## config.mk

```make
export PLATFORM = sky130hd
export DESIGN_NAME = orb_window
export DESIGN_NICKNAME = d
export VERILOG_FILES = /design/src/rtl/orb_window_pkg.sv /design/src/rtl/orb_moment_calc.sv /design/src/rtl/orb_window.sv
export SDC_FILE = /design/constraint.sdc
export NUM_CORES = 2
export LEC_CHECK = 0
export ABC_AREA = 1
export BUFFER_PORTS_ARGS = -buffer_cell sky130_fd_sc_hd__clkbuf_2
export CORE_ASPECT_RATIO = 1.2
export CORE_UTILIZATION = 45
export CTS_CLUSTER_DIAMETER = 80
export CTS_CLUSTER_SIZE = 40
export DETAILED_ROUTE_END_ITERATION = 12
export HOLD_SLACK_MARGIN = 0.1
export PLACE_DENSITY = 0.67
export SYNTH_ARGS = -nofsm -noshare
export SYNTH_HDL_FRONTEND = slang
export SYNTH_SLANG_ARGS = --single-unit
```

## constraint.sdc

```tcl
create_clock -name clk -period 11.25 [get_ports clk]
set_input_delay 2.25 -clock clk [delete_from_list [all_inputs] [get_ports clk]]
set_output_delay 2.25 -clock clk [all_outputs]
set_load 0.1 [all_outputs]
```

## src/rtl/orb_window_pkg.sv

```systemverilog
`default_nettype none
// ============================================================================
// Module      : orb_window_pkg
// Description : Shared constants, pixel/column types and coordinate helpers
//               for the ORB sliding patch window.
// Revision    : 1.0 - initial release
// ============================================================================
package orb_window_pkg;

    localparam int C_LUMA_BITS     = 8;
    localparam int C_WINDOW_SIZE_X = 7;
    localparam int C_WINDOW_SIZE_Y = 5;
    localparam int C_COORD_BITS    = 3;
    localparam int C_MOMENT_BITS   = 16;

    typedef logic [C_LUMA_BITS-1:0]      pixel_t;
    typedef pixel_t [C_WINDOW_SIZE_Y-1:0] column_t;

    // Centre-relative signed coordinate to zero-based array index.
    function automatic int coord_to_idx(input int coord, input int half);
        return coord + half;
    endfunction

    // True when a centre-relative coordinate lies inside [-half, +half].
    function automatic logic coord_in_range(input int coord, input int half);
        return (coord >= -half) && (coord <= half);
    endfunction

endpackage
`default_nettype wire

```

## src/rtl/orb_moment_calc.sv

```systemverilog
`default_nettype none
// ============================================================================
// Module      : orb_moment_calc
// Description : Combinational intensity moments over a patch window:
//               sum(x*I) and sum(y*I) with centre-relative signed weights.
//               Results wrap at MOMENT_BITS.
// Revision    : 1.0 - initial release
// ============================================================================
module orb_moment_calc #(
    parameter int LUMA_BITS     = 8,
    parameter int WINDOW_SIZE_X = 7,
    parameter int WINDOW_SIZE_Y = 5,
    parameter int MOMENT_BITS   = 16
) (
    input  logic [WINDOW_SIZE_X-1:0][WINDOW_SIZE_Y-1:0][LUMA_BITS-1:0] win,
    output logic signed [MOMENT_BITS-1:0]                               xmoment,
    output logic signed [MOMENT_BITS-1:0]                               ymoment
);

    localparam int C_HALF_X = (WINDOW_SIZE_X - 1) / 2;
    localparam int C_HALF_Y = (WINDOW_SIZE_Y - 1) / 2;
    localparam int C_NPIX   = WINDOW_SIZE_X * WINDOW_SIZE_Y;

    // Running partial sums; element i holds the sum of the first i terms.
    logic [C_NPIX:0][MOMENT_BITS-1:0] w_sum_x;
    logic [C_NPIX:0][MOMENT_BITS-1:0] w_sum_y;

    assign w_sum_x[0] = '0;
    assign w_sum_y[0] = '0;

    for (genvar k = 0; k < WINDOW_SIZE_X; k++) begin : g_col
        for (genvar r = 0; r < WINDOW_SIZE_Y; r++) begin : g_row
            localparam int C_IDX = k * WINDOW_SIZE_Y + r;
            localparam int C_WX  = k - C_HALF_X;
            localparam int C_WY  = r - C_HALF_Y;
            assign w_sum_x[C_IDX+1] = w_sum_x[C_IDX] + MOMENT_BITS'(C_WX * int'(win[k][r]));
            assign w_sum_y[C_IDX+1] = w_sum_y[C_IDX] + MOMENT_BITS'(C_WY * int'(win[k][r]));
        end
    end

    assign xmoment = w_sum_x[C_NPIX];
    assign ymoment = w_sum_y[C_NPIX];

endmodule
`default_nettype wire

```

## src/rtl/orb_window.sv

```systemverilog
`default_nettype none
// ============================================================================
// Module      : orb_window
// Description : Sliding luma patch buffer for ORB. Write mode shifts in one
//               column per valid cycle and registers the x/y intensity
//               moments; read mode freezes the window and returns the pixels
//               at two signed sample coordinates.
//               Optional macro ORB_WINDOW_PIX_REG_EN: register out_pix1/2
//               (one cycle latency from in_coord).
// Revision    : 1.0 - initial release
// ============================================================================
module orb_window
    import orb_window_pkg::*;
#(
    parameter int LUMA_BITS     = C_LUMA_BITS,
    parameter int WINDOW_SIZE_X = C_WINDOW_SIZE_X,
    parameter int WINDOW_SIZE_Y = C_WINDOW_SIZE_Y,
    parameter int COORD_BITS    = C_COORD_BITS,
    parameter int MOMENT_BITS   = C_MOMENT_BITS
) (
    input  logic                                       clk,
    input  logic                                       rst_n,
    input  logic                                       in_valid,
    input  logic [WINDOW_SIZE_Y-1:0][LUMA_BITS-1:0]    in_col,
    input  logic signed [2*COORD_BITS-1:0]             in_coord1,
    input  logic signed [2*COORD_BITS-1:0]             in_coord2,
    input  logic                                       in_flush,
    input  logic                                       in_mode,
    output logic                                       out_patch_valid,
    output logic [LUMA_BITS-1:0]                       out_pix1,
    output logic [LUMA_BITS-1:0]                       out_pix2,
    output logic signed [MOMENT_BITS-1:0]              out_xmoment,
    output logic signed [MOMENT_BITS-1:0]              out_ymoment
);

    localparam int C_HALF_X   = (WINDOW_SIZE_X - 1) / 2;
    localparam int C_HALF_Y   = (WINDOW_SIZE_Y - 1) / 2;
    localparam int C_CNT_BITS = $clog2(WINDOW_SIZE_X + 1);
    localparam int C_XI_BITS  = (WINDOW_SIZE_X > 1) ? $clog2(WINDOW_SIZE_X) : 1;
    localparam int C_YI_BITS  = (WINDOW_SIZE_Y > 1) ? $clog2(WINDOW_SIZE_Y) : 1;
    localparam logic [C_CNT_BITS-1:0] C_FULL = C_CNT_BITS'(WINDOW_SIZE_X);

    typedef logic [WINDOW_SIZE_X-1:0][WINDOW_SIZE_Y-1:0][LUMA_BITS-1:0] win_t;

    // Column index 0 is the oldest slot, WINDOW_SIZE_X-1 the newest.
    win_t                    r_win;
    logic [C_CNT_BITS-1:0]   r_cnt;
    logic                    r_patch_valid;
    logic                    r_prev_mode;
    logic [MOMENT_BITS-1:0]  r_xmom;
    logic [MOMENT_BITS-1:0]  r_ymom;

    win_t                    w_win_base;
    win_t                    w_win_next;
    logic [C_CNT_BITS-1:0]   w_cnt_base;
    logic [C_CNT_BITS-1:0]   w_cnt_next;
    logic                    w_restart;
    logic                    w_write;
    logic signed [MOMENT_BITS-1:0] w_xmom_next;
    logic signed [MOMENT_BITS-1:0] w_ymom_next;
    logic [LUMA_BITS-1:0]    w_pix1;
    logic [LUMA_BITS-1:0]    w_pix2;

    // Pixel at a packed {x,y} centre-relative coordinate; zero when outside.
    function automatic logic [LUMA_BITS-1:0] lookup_pix(input win_t win,
                                                        input logic [2*COORD_BITS-1:0] coord);
        int x;
        int y;
        x = int'($signed(coord[2*COORD_BITS-1:COORD_BITS]));
        y = int'($signed(coord[COORD_BITS-1:0]));
        lookup_pix = '0;
        if (coord_in_range(x, C_HALF_X) && coord_in_range(y, C_HALF_Y)) begin
            lookup_pix = win[C_XI_BITS'(coord_to_idx(x, C_HALF_X))]
                            [C_YI_BITS'(coord_to_idx(y, C_HALF_Y))];
        end
    endfunction

    // A restart clears the window first so a same-cycle write becomes column 1.
    always_comb begin
        w_restart  = in_flush | (in_mode & ~r_prev_mode);
        w_write    = in_mode & in_valid;
        w_win_base = w_restart ? '0 : r_win;
        w_cnt_base = w_restart ? '0 : r_cnt;
        w_win_next = w_win_base;
        w_cnt_next = w_cnt_base;
        if (w_write) begin
            w_win_next = {in_col, w_win_base[WINDOW_SIZE_X-1:1]};
            if (w_cnt_base != C_FULL) begin
                w_cnt_next = w_cnt_base + C_CNT_BITS'(1);
            end
        end
    end

    // Moments are computed on the next window so the registered values
    // always match the window contents they are stored alongside.
    orb_moment_calc #(
        .LUMA_BITS     (LUMA_BITS),
        .WINDOW_SIZE_X (WINDOW_SIZE_X),
        .WINDOW_SIZE_Y (WINDOW_SIZE_Y),
        .MOMENT_BITS   (MOMENT_BITS)
    ) u_moment (
        .win     (w_win_next),
        .xmoment (w_xmom_next),
        .ymoment (w_ymom_next)
    );

    // Window, fill count, patch flag, moments and mode history.
    always_ff @(posedge clk or negedge rst_n) begin
        if (!rst_n) begin
            r_win         <= '0;
            r_cnt         <= '0;
            r_patch_valid <= 1'b0;
            r_prev_mode   <= 1'b0;
            r_xmom        <= '0;
            r_ymom        <= '0;
        end else begin
            r_win         <= w_win_next;
            r_cnt         <= w_cnt_next;
            r_patch_valid <= (w_cnt_next == C_FULL);
            r_prev_mode   <= in_mode;
            r_xmom        <= w_xmom_next;
            r_ymom        <= w_ymom_next;
        end
    end

    assign w_pix1 = lookup_pix(r_win, in_coord1);
    assign w_pix2 = lookup_pix(r_win, in_coord2);

`ifdef ORB_WINDOW_PIX_REG_EN
    logic [LUMA_BITS-1:0] r_pix1;
    logic [LUMA_BITS-1:0] r_pix2;

    // Registered lookup results to shorten the coordinate mux path.
    always_ff @(posedge clk or negedge rst_n) begin
        if (!rst_n) begin
            r_pix1 <= '0;
            r_pix2 <= '0;
        end else begin
            r_pix1 <= w_pix1;
            r_pix2 <= w_pix2;
        end
    end

    assign out_pix1 = r_pix1;
    assign out_pix2 = r_pix2;
`else
    assign out_pix1 = w_pix1;
    assign out_pix2 = w_pix2;
`endif

    assign out_patch_valid = r_patch_valid;
    assign out_xmoment     = r_xmom;
    assign out_ymoment     = r_ymom;

endmodule
`default_nettype wire

```

## After elaboration in Yosys (flattened, before gate mapping)

Index checks and enable logic that the tools add are counted.

| operators by class | value |
|---|---|
| equal/unequal tests | 2 |
| multiplexer cells | 19 |
| bitwise logic cells | 4 |
| order comparisons | 12 |
| $mul | 10 |
| add/sub/neg operators | 83 |
| reductions and logical operators | 6 |

Operators with widths:

| operator | count |
|---|---|
| $mux W280 | 2 |
| $add A16 B16 Y16 | 32 |
| $bmux W40 S3 | 2 |
| $add A16 B8 Y16 | 12 |
| $add A16 B9 Y16 | 12 |
| $neg A8 Y16 | 11 |
| $neg A8 Y15 | 11 |
| $mux W40 | 4 |
| $mul A3 B9 Y12 const A | 5 |
| $mul A2 B8 Y10 const A | 5 |
| $bmux W8 S3 | 2 |
| $mux W8 | 6 |
| $lt A3 B5 Y1 const B | 4 |
| $add A3 B3 Y3 const B | 4 |
| $le A3 B3 Y1 const B | 4 |
| $mux W3 | 3 |
| $ge A3 B2 Y1 const B | 2 |
| $ge A3 B3 Y1 const B | 2 |
| $logic_and A1 B1 Y1 | 6 |
| $add A3 B1 Y3 const B | 1 |
| $eq A3 B3 Y1 const B | 1 |
| $ne A3 B3 Y1 const B | 1 |
| $and A1 B1 Y1 | 2 |
| $not A1 Y1 | 1 |
| $or A1 B1 Y1 | 1 |

| storage, ports and cells | value |
|---|---|
| word-level logic and storage cells | 176 |
| output and inout bits | 49 |
| input bits | 57 |
| register bits | 317 |

## Logic depth before layout (Yosys ltp)

| logic depth | value |
|---|---|
| depth in word-level cells | 35 |
| depth in mapped cells | 47 |
| depth with buffers taken out | 42 |

## Cells and area by module

From an unflattened synthesis, not the netlist that was laid out.

| second synthesis, totals | value |
|---|---|
| cell total of the unflattened synthesis | 4,842 |
| area total of the unflattened synthesis | 38,856.0 µm² |

By module, submodules not included:

| module | cells an instance | area each (µm²) | instances | sequential area each (µm²) |
|---|---|---|---|---|
| orb_moment_calc | 2,208 | 20,437.1 | 1 | 0.0 |
| orb_window | 2,634 | 18,418.9 | 1 | 7,932.6 |

## Worst setup path before layout

No wires, ideal clock.

| timing | value |
|---|---|
| kind | input to register |
| start | input port in_valid |
| end | register r_xmom[15], in the netlist out_xmoment[15] |
| buffers on the path | 6 |
| data required time | 11.133 ns |
| stages on the path | 43 |
| library setup time | 0.117 ns |
| slack | 0.762 ns |
| arrival | 10.372 ns |
| cells stage by stage | nand2_4 buf_6 buf_6 buf_6 buf_6 buf_2 buf_1 nand2_1 a21oi_1 inv_1 ha_1 ha_1 inv_1 fa_1 o21ai_0 a21oi_1 nor2_1 nor2_1 (+7 left out) fa_1 fa_1 fa_1 inv_1 fa_1 inv_1 ha_1 ha_1 a21oi_1 inv_1 a221oi_1 o311ai_0 inv_1 nand3_1 nand2_1 nand2_1 inv_1 nor2_1 |

RTL lines:

| what | RTL line | source |
|---|---|---|
| start, declared | orb_window.sv:23 | `input logic in_valid,` |
| end signal, assigned | orb_window.sv:121 | `r_xmom <= w_xmom_next;` |
| end, declared | orb_window.sv:50 | `logic [MOMENT_BITS-1:0] r_xmom;` |

==> metrics.log <==
INFO  metric netlist_top_cells_count = inv_1 (1,036), nand2_1 (735), fa_1 (519)
INFO  metric cts.repair_timing.setup_buffer_count = 0
INFO  metric longest_clk_path_bufs = 3
INFO  metric fin_hold_ws = 568 ps
INFO  metric combinational_family_with_the_most_area_after_synthesis = adder cells
INFO  metric cell_accounting_for_the_most_synthesized_area = fa_1
INFO  metric clock_latency_reported_for_the_late_side_of_the_worst_skew_pair = 660 ps
INFO  metric cts_hold_buf = 0
INFO  metric detailedRoute.firstIterationViolations = 3,444
INFO  metric grt_remaining_overflow = 0
INFO  metric cp_data_required_time = 11,800 ps
INFO  metric critPathArrivalTime = 11,280 ps
INFO  metric reg2reg_to = out_xmoment[13]
INFO  metric holdPathStages = 2
INFO  metric grt_antenna_before_repair = 3
INFO  metric syn2layout_area_growth = 8.81%
INFO  metric cts_htree_levels = 1
INFO  metric hold_startpoint = r_win[217]
INFO  metric insertedDiodeCount = 0
INFO  metric grt_usage = 35.5%
INFO  metric synthMostInstantiatedCell = inv_1
INFO  metric run_status = completed
INFO  metric worstPathMaxFanout = 30
INFO  metric synth_fp_nets = 5,669
INFO  metric total_nets_final = 5,752
INFO  metric cts.reportedPaths.clkPinSlew = 100 ps
INFO  metric start_kind = primary input
INFO  metric die_height = 326 µm
INFO  metric setup_violations = 0
INFO  metric share_of_the_synthesized_area_in_compound_gates_ao_oa_aoi_oai = 14.9%
INFO  metric io_pins = 106
INFO  metric post-route-drc-count = 0
INFO  metric synth_edf_count = 0
INFO  metric ff2ff_path_depth = 32
INFO  metric drv_cap = 0
INFO  metric period_minus_slack = 10,730 ps
INFO  metric clockRootBuffer = clkbuf_16
INFO  metric detailed_routing_iteration_count_for_the_pre_antenna_repair_pass = 6
INFO  metric wl_per_cell = 25.6 µm
INFO  metric timing.critical_path.to_type = flip-flop
INFO  metric min-delay-path-class = reg -> reg
INFO  metric worst-r2r-setup-slack = 1960 ps
INFO  metric buffer_ports.inserted = 105
INFO  metric final.period_utilization = 95.4%
INFO  metric synth.lib_cells_used.distinct = 57
INFO  metric via_cell_ratio = 5.58
INFO  metric design.die.area = 88,900 µm²
INFO  metric grt_start_max_net_pins = 96
INFO  metric synth.top_cells.by_area = fa_1 (26%), dfrtp_1 (20%), inv_1 (9.9%)
INFO  metric timing.rr.start = r_prev_mode
INFO  metric rsz0062_at_grt = false
INFO  metric hpwl = 128 mm
INFO  metric timing.hold.worst_endpoint = r_win[177]
INFO  metric yosys.area_share.simple = 13.7%
INFO  metric tritoncts_num_sinks = 317
INFO  metric postCtsResizedCells = 0
INFO  metric die_w = 272 µm
INFO  metric design.core.area = 86,500 µm²
INFO  metric grt_pass1_wl = 228 mm
INFO  metric path_class = in -> reg
INFO  metric cts_buffers = 30
INFO  metric synth.cell_area = 39,500 µm²
INFO  metric synthArstFlopShare = 100%
INFO  metric final.setup_skew = 32.1 ps
INFO  metric vias = 33,861
INFO  metric num_rows = 118
INFO  metric synthMuxAreaShare = 0%
INFO  metric relSlewSlack = 14.2%
INFO  metric via_count_of_the_first_global_routing_pass = 33,799
INFO  metric yosysWarningCount = 0
INFO  metric ys.flop_type = dfrtp_1
INFO  metric synth.yosys.seq_area_share = 20.1%
INFO  metric achievable-frequency = 0.0932 GHz
INFO  metric cp_slowest_stage_delay = 600 ps
INFO  metric worst-slew-pin-transition = 1270 ps
INFO  metric tritoncts_clock_tree = built
INFO  metric final_core_utilization = 49.6%
INFO  metric critPathMostFrequentCell = fa_1
INFO  metric initial_utilization = 45.6%
INFO  metric synth.top_cell.area_share = 26.3%
INFO  metric setup_tns = 0 ps
INFO  metric yosys.area_share.adder = 34.8%
INFO  metric cells_after_synthesis = 4,826
INFO  metric gp_routability_congestion = 1.02
INFO  metric post_synth.cell_area_avg = 8.18 µm²
INFO  metric count_of_final_hold_check_violations = 0
INFO  metric drive_above_1_share = 9.67%
INFO  metric synth-xor-area-share = 3.75%
INFO  metric critPathSlowestCell = o21ai_0
INFO  metric drt_wl_total = 155 mm
INFO  metric maxSlewViolCount = 0
INFO  metric antenna_left = 0
INFO  metric ys_ff_latch = 317
==> per-stage QoR <==
step	cell area (µm²)	setup slack [ps]	cells
final	43000	519	6073
after global routing	43000	149	6073
after CTS	43000	700	6073
after detailed placement	41800	68.0	6017
after global placement	41800	19.2	6017
after floorplan	39500	762	4826
==> kinds of logic after synthesis <==
kind of cell	count (synthesis)
flops	317
compound gates	1018
simple gates	1256
buf+inv	1281
fa+ha+maj	786
xor+xnor	168
==> layout by cell type (no fill, tap or decap), types with 117 or more instances in the layout <==
cell / count
nand2_1: 733
ha_1: 265
fa_1: 519
dfrtp_1: 317
nand3_1: 146
o211ai_1: 117
nor2_1: 238
o21ai_0: 468
a21oi_1: 267
buf_4: 150
inv_1: 1033
==> area by class of cell <==
cell class,count,area (µm²)
clock inverters,24,379
well taps,1140,1430
fillers,8382,43600
multi-input cells,3228,26500
flip-flops and latches,317,7930
repair buffers,266,1890
inverters,1066,4010
clock buffers,32,768
==> routing by layer <==
metal	part of all wire [%]	wire length, µm	GRT usage [%]
met1	37	57500	43.2
met2	46	71900	57.1
met3	6.8	10600	4.29
met4	9.8	15300	28.2
met5	0.015	23	0
==> worst max-delay path by stage <==
stage                        start               to  slack [ps]  depth (start not counted)
after floorplan           in_valid  out_xmoment[15]         760                         43
after global placement     in_mode  out_xmoment[15]          20                         34
after detailed placement   in_mode  out_xmoment[13]          70                         32
after CTS                  in_mode  out_xmoment[13]         700                         32
after global routing      in_valid  out_xmoment[15]         150                         36
final                      in_mode  out_xmoment[15]         520                         33
==> sequential cells by signal, indices dropped and copies added (netlist names) <==
name and cells:
out_ymoment 16, r_cnt 3, out_patch_valid 1, r_prev_mode 1, r_win 280, out_xmoment 16
==> worst max-delay path, delay by kind of cell <==
family	cells	cell delay, ps
and+or+nand+nor	10	1290
AOI/OAI and AO/OA	5	1750
xor gates and xnor gates	1	300
adders and majority gates	11	4870
buffers and inverters	6	770
Power is left out: the tool's default activity adds up to more than one toggle a clock period on the data nets, which glitch-free logic cannot reach.
